<file path="src/rtl/sram_arbiter.sv">
// Two-port (CPU/DMA) arbiter for the shared data SRAM: CPU priority with a DMA starvation
// limit, req/ack handshake, programmable wait states. Optional DMA write fence: SRAM_ARB_PROTECT_EN.
//
//   state  | meaning
//   IDLE   | no access in flight; arbitrate and latch winner's we/addr/wdata
//   ACCESS | SRAM driven for WAIT_CYCLES+1 cycles; write strobe / read capture on the last
//   RESP   | one-cycle ack to the owner, then back to IDLE
module sram_arbiter #(
  parameter int ADDR_W       = 8,
  parameter int DATA_W       = 8,
  parameter int WAIT_CYCLES  = 0,
  parameter int STARVE_LIMIT = 4
`ifdef SRAM_ARB_PROTECT_EN
  ,
  parameter logic [ADDR_W-1:0] PROT_BASE = ADDR_W'('hF0)
`endif
) (
  input  logic              clk,
  input  logic              arst_n,
  input  logic              cpu_req,
  input  logic              cpu_we,
  input  logic [ADDR_W-1:0] cpu_addr,
  input  logic [DATA_W-1:0] cpu_wdata,
  output logic              cpu_ack,
  output logic [DATA_W-1:0] cpu_rdata,
  input  logic              dma_req,
  input  logic              dma_we,
  input  logic [ADDR_W-1:0] dma_addr,
  input  logic [DATA_W-1:0] dma_wdata,
  output logic              dma_ack,
  output logic [DATA_W-1:0] dma_rdata,
  output logic [ADDR_W-1:0] sram_addr,
  output logic              sram_write_en,
  output logic [DATA_W-1:0] sram_write_data,
  input  logic [DATA_W-1:0] sram_read_data,
  output logic [1:0]        owner,
  output logic              busy
`ifdef SRAM_ARB_PROTECT_EN
  ,
  output logic              dma_err
`endif
);

  typedef enum logic [1:0] {IDLE, ACCESS, RESP} state_t;

  localparam logic [1:0] OWN_NONE   = 2'b00;
  localparam logic [1:0] OWN_CPU    = 2'b01;
  localparam logic [1:0] OWN_DMA    = 2'b10;
  localparam logic [2:0] WAIT_INIT  = 3'(WAIT_CYCLES);
  localparam logic [3:0] STARVE_MAX = 4'(STARVE_LIMIT);

  state_t              state_q, state_d;
  logic [2:0]          wait_q, wait_d;
  logic [3:0]          starve_q, starve_d;
  logic [1:0]          owner_q, owner_d;
  logic                we_q, we_d;
  logic                prot_q, prot_d;
  logic [ADDR_W-1:0]   sram_addr_q, sram_addr_d;
  logic [DATA_W-1:0]   sram_wdata_q, sram_wdata_d;
  logic                sram_we_q, sram_we_d;
  logic                cpu_ack_q, cpu_ack_d;
  logic                dma_ack_q, dma_ack_d;
  logic [DATA_W-1:0]   cpu_rdata_q, cpu_rdata_d;
  logic [DATA_W-1:0]   dma_rdata_q, dma_rdata_d;
  logic                busy_q, busy_d;
`ifdef SRAM_ARB_PROTECT_EN
  logic                err_q, err_d;
`endif

  logic                dma_win;
  logic                sel_we;
  logic [ADDR_W-1:0]   sel_addr;
  logic [DATA_W-1:0]   sel_wdata;

  always_comb begin
    state_d      = state_q;
    wait_d       = wait_q;
    starve_d     = starve_q;
    owner_d      = owner_q;
    we_d         = we_q;
    prot_d       = prot_q;
    sram_addr_d  = sram_addr_q;
    sram_wdata_d = sram_wdata_q;
    cpu_ack_d    = 1'b0;
    dma_ack_d    = 1'b0;
    cpu_rdata_d  = cpu_rdata_q;
    dma_rdata_d  = dma_rdata_q;
`ifdef SRAM_ARB_PROTECT_EN
    err_d        = 1'b0;
`endif
    dma_win   = dma_req && (!cpu_req || (starve_q == STARVE_MAX));
    sel_we    = dma_win ? dma_we    : cpu_we;
    sel_addr  = dma_win ? dma_addr  : cpu_addr;
    sel_wdata = dma_win ? dma_wdata : cpu_wdata;

    case (state_q)
      IDLE: begin
        if (cpu_req || dma_req) begin
          state_d      = ACCESS;
          wait_d       = WAIT_INIT;
          owner_d      = dma_win ? OWN_DMA : OWN_CPU;
          we_d         = sel_we;
          sram_addr_d  = sel_addr;
          sram_wdata_d = sel_we ? sel_wdata : '0;
          // CPU grants only count against DMA while DMA is actually waiting
          if (!dma_win && dma_req)
            starve_d = (starve_q == STARVE_MAX) ? STARVE_MAX : starve_q + 4'd1;
          else
            starve_d = 4'd0;
`ifdef SRAM_ARB_PROTECT_EN
          prot_d = dma_win && dma_we && (dma_addr >= PROT_BASE);
`else
          prot_d = 1'b0;
`endif
        end
      end
      ACCESS: begin
        if (wait_q == 3'd0) begin
          state_d = RESP;
          if (owner_q == OWN_DMA) begin
            dma_ack_d = 1'b1;
            if (!we_q) dma_rdata_d = sram_read_data;
`ifdef SRAM_ARB_PROTECT_EN
            err_d = prot_q;
`endif
          end else begin
            cpu_ack_d = 1'b1;
            if (!we_q) cpu_rdata_d = sram_read_data;
          end
        end else begin
          wait_d = wait_q - 3'd1;
        end
      end
      RESP: begin
        state_d = IDLE;
        owner_d = OWN_NONE;
      end
      default: begin
        state_d = IDLE;
        owner_d = OWN_NONE;
      end
    endcase

    // strobe is registered, so it is armed on the edge that enters the last ACCESS cycle
    sram_we_d = (state_d == ACCESS) && (wait_d == 3'd0) && we_d && !prot_d;
    busy_d    = (state_d != IDLE);
  end

  always_ff @(posedge clk) begin
    if (!arst_n) begin
      state_q      <= IDLE;
      wait_q       <= '0;
      starve_q     <= '0;
      owner_q      <= OWN_NONE;
      we_q         <= 1'b0;
      prot_q       <= 1'b0;
      sram_addr_q  <= '0;
      sram_wdata_q <= '0;
      sram_we_q    <= 1'b0;
      cpu_ack_q    <= 1'b0;
      dma_ack_q    <= 1'b0;
      cpu_rdata_q  <= '0;
      dma_rdata_q  <= '0;
      busy_q       <= 1'b0;
`ifdef SRAM_ARB_PROTECT_EN
      err_q        <= 1'b0;
`endif
    end else begin
      state_q      <= state_d;
      wait_q       <= wait_d;
      starve_q     <= starve_d;
      owner_q      <= owner_d;
      we_q         <= we_d;
      prot_q       <= prot_d;
      sram_addr_q  <= sram_addr_d;
      sram_wdata_q <= sram_wdata_d;
      sram_we_q    <= sram_we_d;
      cpu_ack_q    <= cpu_ack_d;
      dma_ack_q    <= dma_ack_d;
      cpu_rdata_q  <= cpu_rdata_d;
      dma_rdata_q  <= dma_rdata_d;
      busy_q       <= busy_d;
`ifdef SRAM_ARB_PROTECT_EN
      err_q        <= err_d;
`endif
    end
  end

  assign cpu_ack         = cpu_ack_q;
  assign cpu_rdata       = cpu_rdata_q;
  assign dma_ack         = dma_ack_q;
  assign dma_rdata       = dma_rdata_q;
  assign sram_addr       = sram_addr_q;
  assign sram_write_en   = sram_we_q;
  assign sram_write_data = sram_wdata_q;
  assign owner           = owner_q;
  assign busy            = busy_q;
`ifdef SRAM_ARB_PROTECT_EN
  assign dma_err         = err_q;
`endif

endmodule

</file>
<file path="config.mk">
export PLATFORM = sky130hd
export DESIGN_NAME = sram_arbiter
export DESIGN_NICKNAME = d
export VERILOG_FILES = /design/src/rtl/sram_arbiter.sv
export SDC_FILE = /design/constraint.sdc
export NUM_CORES = 1
export LEC_CHECK = 0
export BUFFER_PORTS_ARGS = -buffer_cell sky130_fd_sc_hd__clkbuf_2
export CORE_MARGIN = 2
export CORE_UTILIZATION = 30
export CTS_CLUSTER_DIAMETER = 60
export DETAILED_ROUTE_END_ITERATION = 10
export GPL_TIMING_DRIVEN = 0
export HOLD_SLACK_MARGIN = 0.02
export PLACE_DENSITY_LB_ADDON = 0.08
export SYNTH_ARGS = -nofsm -noshare
export SYNTH_HDL_FRONTEND = slang
export SYNTH_SLANG_ARGS = --single-unit
</file>
<file path="constraint.sdc">
create_clock -name clk -period 3.5 [get_ports clk]
set_clock_uncertainty 0.2 [all_clocks]
set_input_delay 0 -clock clk [delete_from_list [all_inputs] [get_ports clk]]
set_output_delay 0 -clock clk [all_outputs]
set_load 0.02 [all_outputs]
</file>
==> impl_metrics.yaml <==
min_path:
  worst_hold_startpoint: "arst_n"
  hold-path-cell-count: 4
  timing.hold.worst_endpoint: "state_q[1]$_SDFF_PN0_"
  min-delay-path-class: "in -> reg"
worst_setup_path:
  worst-endpoint-arrival_ns: 2.81
  timing.critical_path.max_delay_family: "buffers and inverters"
  timing.critical_path.from_type: "flip-flop"
  critPathCaptureType: "flip-flop"
  cell_with_the_largest_stage_delay_on_the_worst_path: "dlygate4sd3_1"
  worst-setup-path-type: "reg -> reg"
  critical_path.most_common_cell: "dlygate4sd3_1"
  rr_worst_depth: 8
  critical_path.reg2reg.startpoint: "starve_q[0]$_SDFFE_PN0P_"
  timing.rr.end: "sram_write_data[0]$_SDFFE_PN0P_"
  critical_path_rt_ns: 3.56
  cp_cell_sequence: "inv_1 > ha_1 > nand3b_1 > a21oi_2 > nand2_1 > dlygate4sd3_1 > a221oi_1 > dlygate4sd3_1"
  timing.critical_path.buf_inv: 3
  cp_slowest_stage_delay_ns: 0.58
  reg2reg_slack_ns: 0.74
  critical_path.max_fanout: 4
timing:
  timing.fmax_mhz: 362
  worst_max_slew_pin_slew_ns: 0.743
  grt_setup_unrepaired: "no"
  fin_setup_tns_ns: 0
  hold_violations: 0
  finalMaxSlewViolations: 0
  slew-limit-headroom_pct: 50.1
  timing.final.crit_share_pct: 78.8
  final.min_clock_period_ns: 2.76
  timing.final.setup_violations: 0
  postLayoutSetupSlackWorst_ns: 0.741
grt:
  globalRoute.totalOverflow: 0
  first_pass_grt_wire_length_mm: 9.05
  grt_use_total_pct: 15.0
  grt_pass1_vias: 1974
  antenna_found_initial: 0
  grt_max_degree: 17
logic_synthesis:
  synthesis.area_um2: 2110
  dominant_cell_type_by_area_after_synthesis: "dfxtp_1"
  synth-adder-area-share_pct: 2.38
  count_of_mapped_cells_out_of_synthesis: 216
  post_synth_and_or_nand_nor_area_fraction_pct: 22.3
  post_synth.cell_area_avg_um2: 9.75
  synth_largest_type_area_fraction_pct: 46.6
  share_of_flip_flops_with_an_asynchronous_set_or_reset_after_synthesis_pct: 0
  synth.ff_latch_count: 49
  number_of_enable_type_register_cells_in_the_synthesized_netlist: 0
  yosysSeqAreaShare_pct: 46.6
  synth.cells.most_frequent: "dfxtp_1, nor2_1, nand2_1"
  synth_ff_type: "dfxtp_1"
  syn-num-nets: 266
  synth_top_cells_by_area: "dfxtp_1, mux2i_1, nor2_1"
  synth_top_family_by_area: "simple AND/OR/NAND/NOR gates"
  muxShareOfSynthArea_pct: 8.08
  synth_xor_area_share_pct: 1.25
  synth_cell_type_count: 41
  synthesized_area_fraction_occupied_by_ao_oa_aoi_and_oai_cells_pct: 16.2
  synth-warning-count: 0
  synth.most_common_cell: "dfxtp_1"
cells_and_area:
  flow.area_growth_from_synthesis_pct: 50.2
  diodes: 0
  finish.instance_area_um2: 3160
  final_layout_size_suffix_gt1_share_pct: 31.1
  fillCellCount: 671
  final_layout_net_count: 399
routing:
  detail_route.iter0.violations: 58
  detailedRoute.firstPassIterationCount: 4
  drc_errors: 0
  detail_route.wirelength_mm: 5.64
  antenna_violating_nets_post_route: 0
  dr_total_vias: 1982
  viasPerCell: 4.44
  post_drt_wl_per_cell_um: 12.7
clocking:
  cts_tree: "done"
  clock_latency_reported_for_the_late_side_of_the_worst_skew_pair_ns: 0.31
  cts_root_buffer: "clkbuf_8"
  cts_max_level: 2
  clock-sinks: 49
  cts.repair_timing.setup_buffer_count: 0
  clk_pin_slew_worst_paths_ns: 0.10
  clockBufferDepth: 2
  numCtsBuffers: 5
floorplan:
  dieHeight_um: 87.8
  std_cell_rows: 30
  floorplan.die_area_um2: 7710
  area_of_the_core_um2: 6790
  dieWidth_um: 87.8
  ioPinCount: 84
  initial_core_util_pct: 31.0
pwr:
  power_per_cell_area_nw_per_um2: 387
  power.static_leakage_nw: 1.44
  vdd_drop_max_uv: 165
flow_run:
  drv_cap: 0
place:
  dpl.hpwl_mm: 3.87
  portBuffers: 83
  place_area_um2: 2640
  routabilityCongestion: 0.748
  preCtsSetupSlack_ns: 1.41
status:
  outcome: "completed"
[flip-flops by register name, summed over array words and instances (netlist names)]
signal	count
cpu_ack	1
sram_addr	8
starve_q	4
dma_rdata	8
cpu_rdata	8
prot_q	1
state_q	2
dma_ack	1
sram_write_data	8
we_q	1
wait_q	3
sram_write_en	1
busy	1
owner	2
[worst reg2reg max path, cell delays in order, from the launching register on]
cell	delay [ns]
dfxtp_1	0.35
inv_1	0.07
ha_1	0.15
nand3b_1	0.16
a21oi_2	0.29
nand2_1	0.09
dlygate4sd3_1	0.56
a221oi_1	0.25
dlygate4sd3_1	0.58
[placed cells by master, fill, tap and decap left out, types with 2 or more instances in the layout]
master / n
a21oi_1: 5
a221o_1: 7
a221oi_1: 8
a22oi_1: 8
and3_1: 11
buf_2: 5
clkbuf_1: 4
clkbuf_2: 83
clkbuf_8: 5
clkinv_4: 2
dfxtp_1: 49
dlygate4sd3_1: 43
ha_1: 4
inv_1: 7
mux2i_1: 17
nand2_1: 23
nand2b_1: 2
nand2b_4: 3
nand3_1: 2
nor2_1: 28
nor3_1: 2
nor4_4: 2
o21a_1: 3
o21ai_0: 4
xnor2_1: 2
[final cells by class]
| cell class | count | area (um^2) | share of cell area, % |
|---|---|---|---|
| Sequential cell | 49 | 981 | 31.0 |
| Timing Repair Buffer | 126 | 846 | 26.7 |
| Inverter | 7 | 26.3 | 0.831 |
| Tap cell | 96 | 120 | 3.80 |
| Clock inverter | 3 | 22.5 | 0.712 |
| Buffer | 9 | 40.0 | 1.27 |
| Multi-Input combinational cell | 151 | 1060 | 33.5 |
| Clock buffer | 5 | 68.8 | 2.18 |
[worst max-delay path by stage]
stage / depth (start not counted) / to / slack (ns) / start
final: 8 / sram_write_data[0]$_SDFFE_PN0P_ / 0.74 / starve_q[0]$_SDFFE_PN0P_
after global routing: 8 / sram_write_data[0]$_SDFFE_PN0P_ / 0.55 / starve_q[0]$_SDFFE_PN0P_
after CTS: 8 / sram_write_data[0]$_SDFFE_PN0P_ / 0.79 / starve_q[0]$_SDFFE_PN0P_
after detailed placement: 6 / sram_write_data[4]$_SDFFE_PN0P_ / 1.41 / starve_q[0]$_SDFFE_PN0P_
after global placement: 6 / sram_write_data[7]$_SDFFE_PN0P_ / 1.38 / starve_q[0]$_SDFFE_PN0P_
after floorplan: 6 / cpu_rdata[0]$_SDFFE_PN0P_ / 1.72 / wait_q[0]$_SDFF_PN0_
[metrics by stage]
| stage | hold WS (ns) | utilization (%) | power [mW] | instances |
|---|---|---|---|---|
| detailed placement | 0.0293 | 38.9 | 0.847 | 395 |
| global placement | 0.0286 | 38.9 | 0.847 | 395 |
| finish | 0.0322 | 46.6 | 1.22 | 446 |
| CTS | 0.0452 | 46.6 | 1.24 | 446 |
| floorplan | -0.0622 | - | 0.760 | 216 |
| global route | 0.0716 | 46.6 | 1.28 | 446 |
[kinds of logic after synthesis]
kind of cell    count (synthesis)
simple gates                   84
fa+ha+maj                       4
buf+inv                        16
compound gates                 43
mux                            17
flops                          49
xor+xnor                        3
[repair_timing]
action,4_1_cts,5_1_grt
hold buffers,43,0
resized for setup,0,0
hold endpoints to repair,34,0
[per-layer routing]
metal | vias to the layer above | wire, um | global-route usage [%]
li1 | 1042 | - | -
met1 | 894 | 2510 | 17.1
met2 | 41 | 2790 | 27.8
met3 | 5 | 275 | 3.58
met4 | 0 | 65 | 4.48
met5 | - | 0 | 0
[power by group]
| part | leakage (nW) | internal, mW | switching, mW |
|---|---|---|---|
| Combinational | 0.991 | 0.124 | 0.139 |
| Clock | 0.0481 | 0.142 | 0.207 |
| Sequential | 0.400 | 0.589 | 0.0223 |
| Total | 1.44 | 0.855 | 0.368 |
No activity file was read; power rests on OpenSTA's default activity.
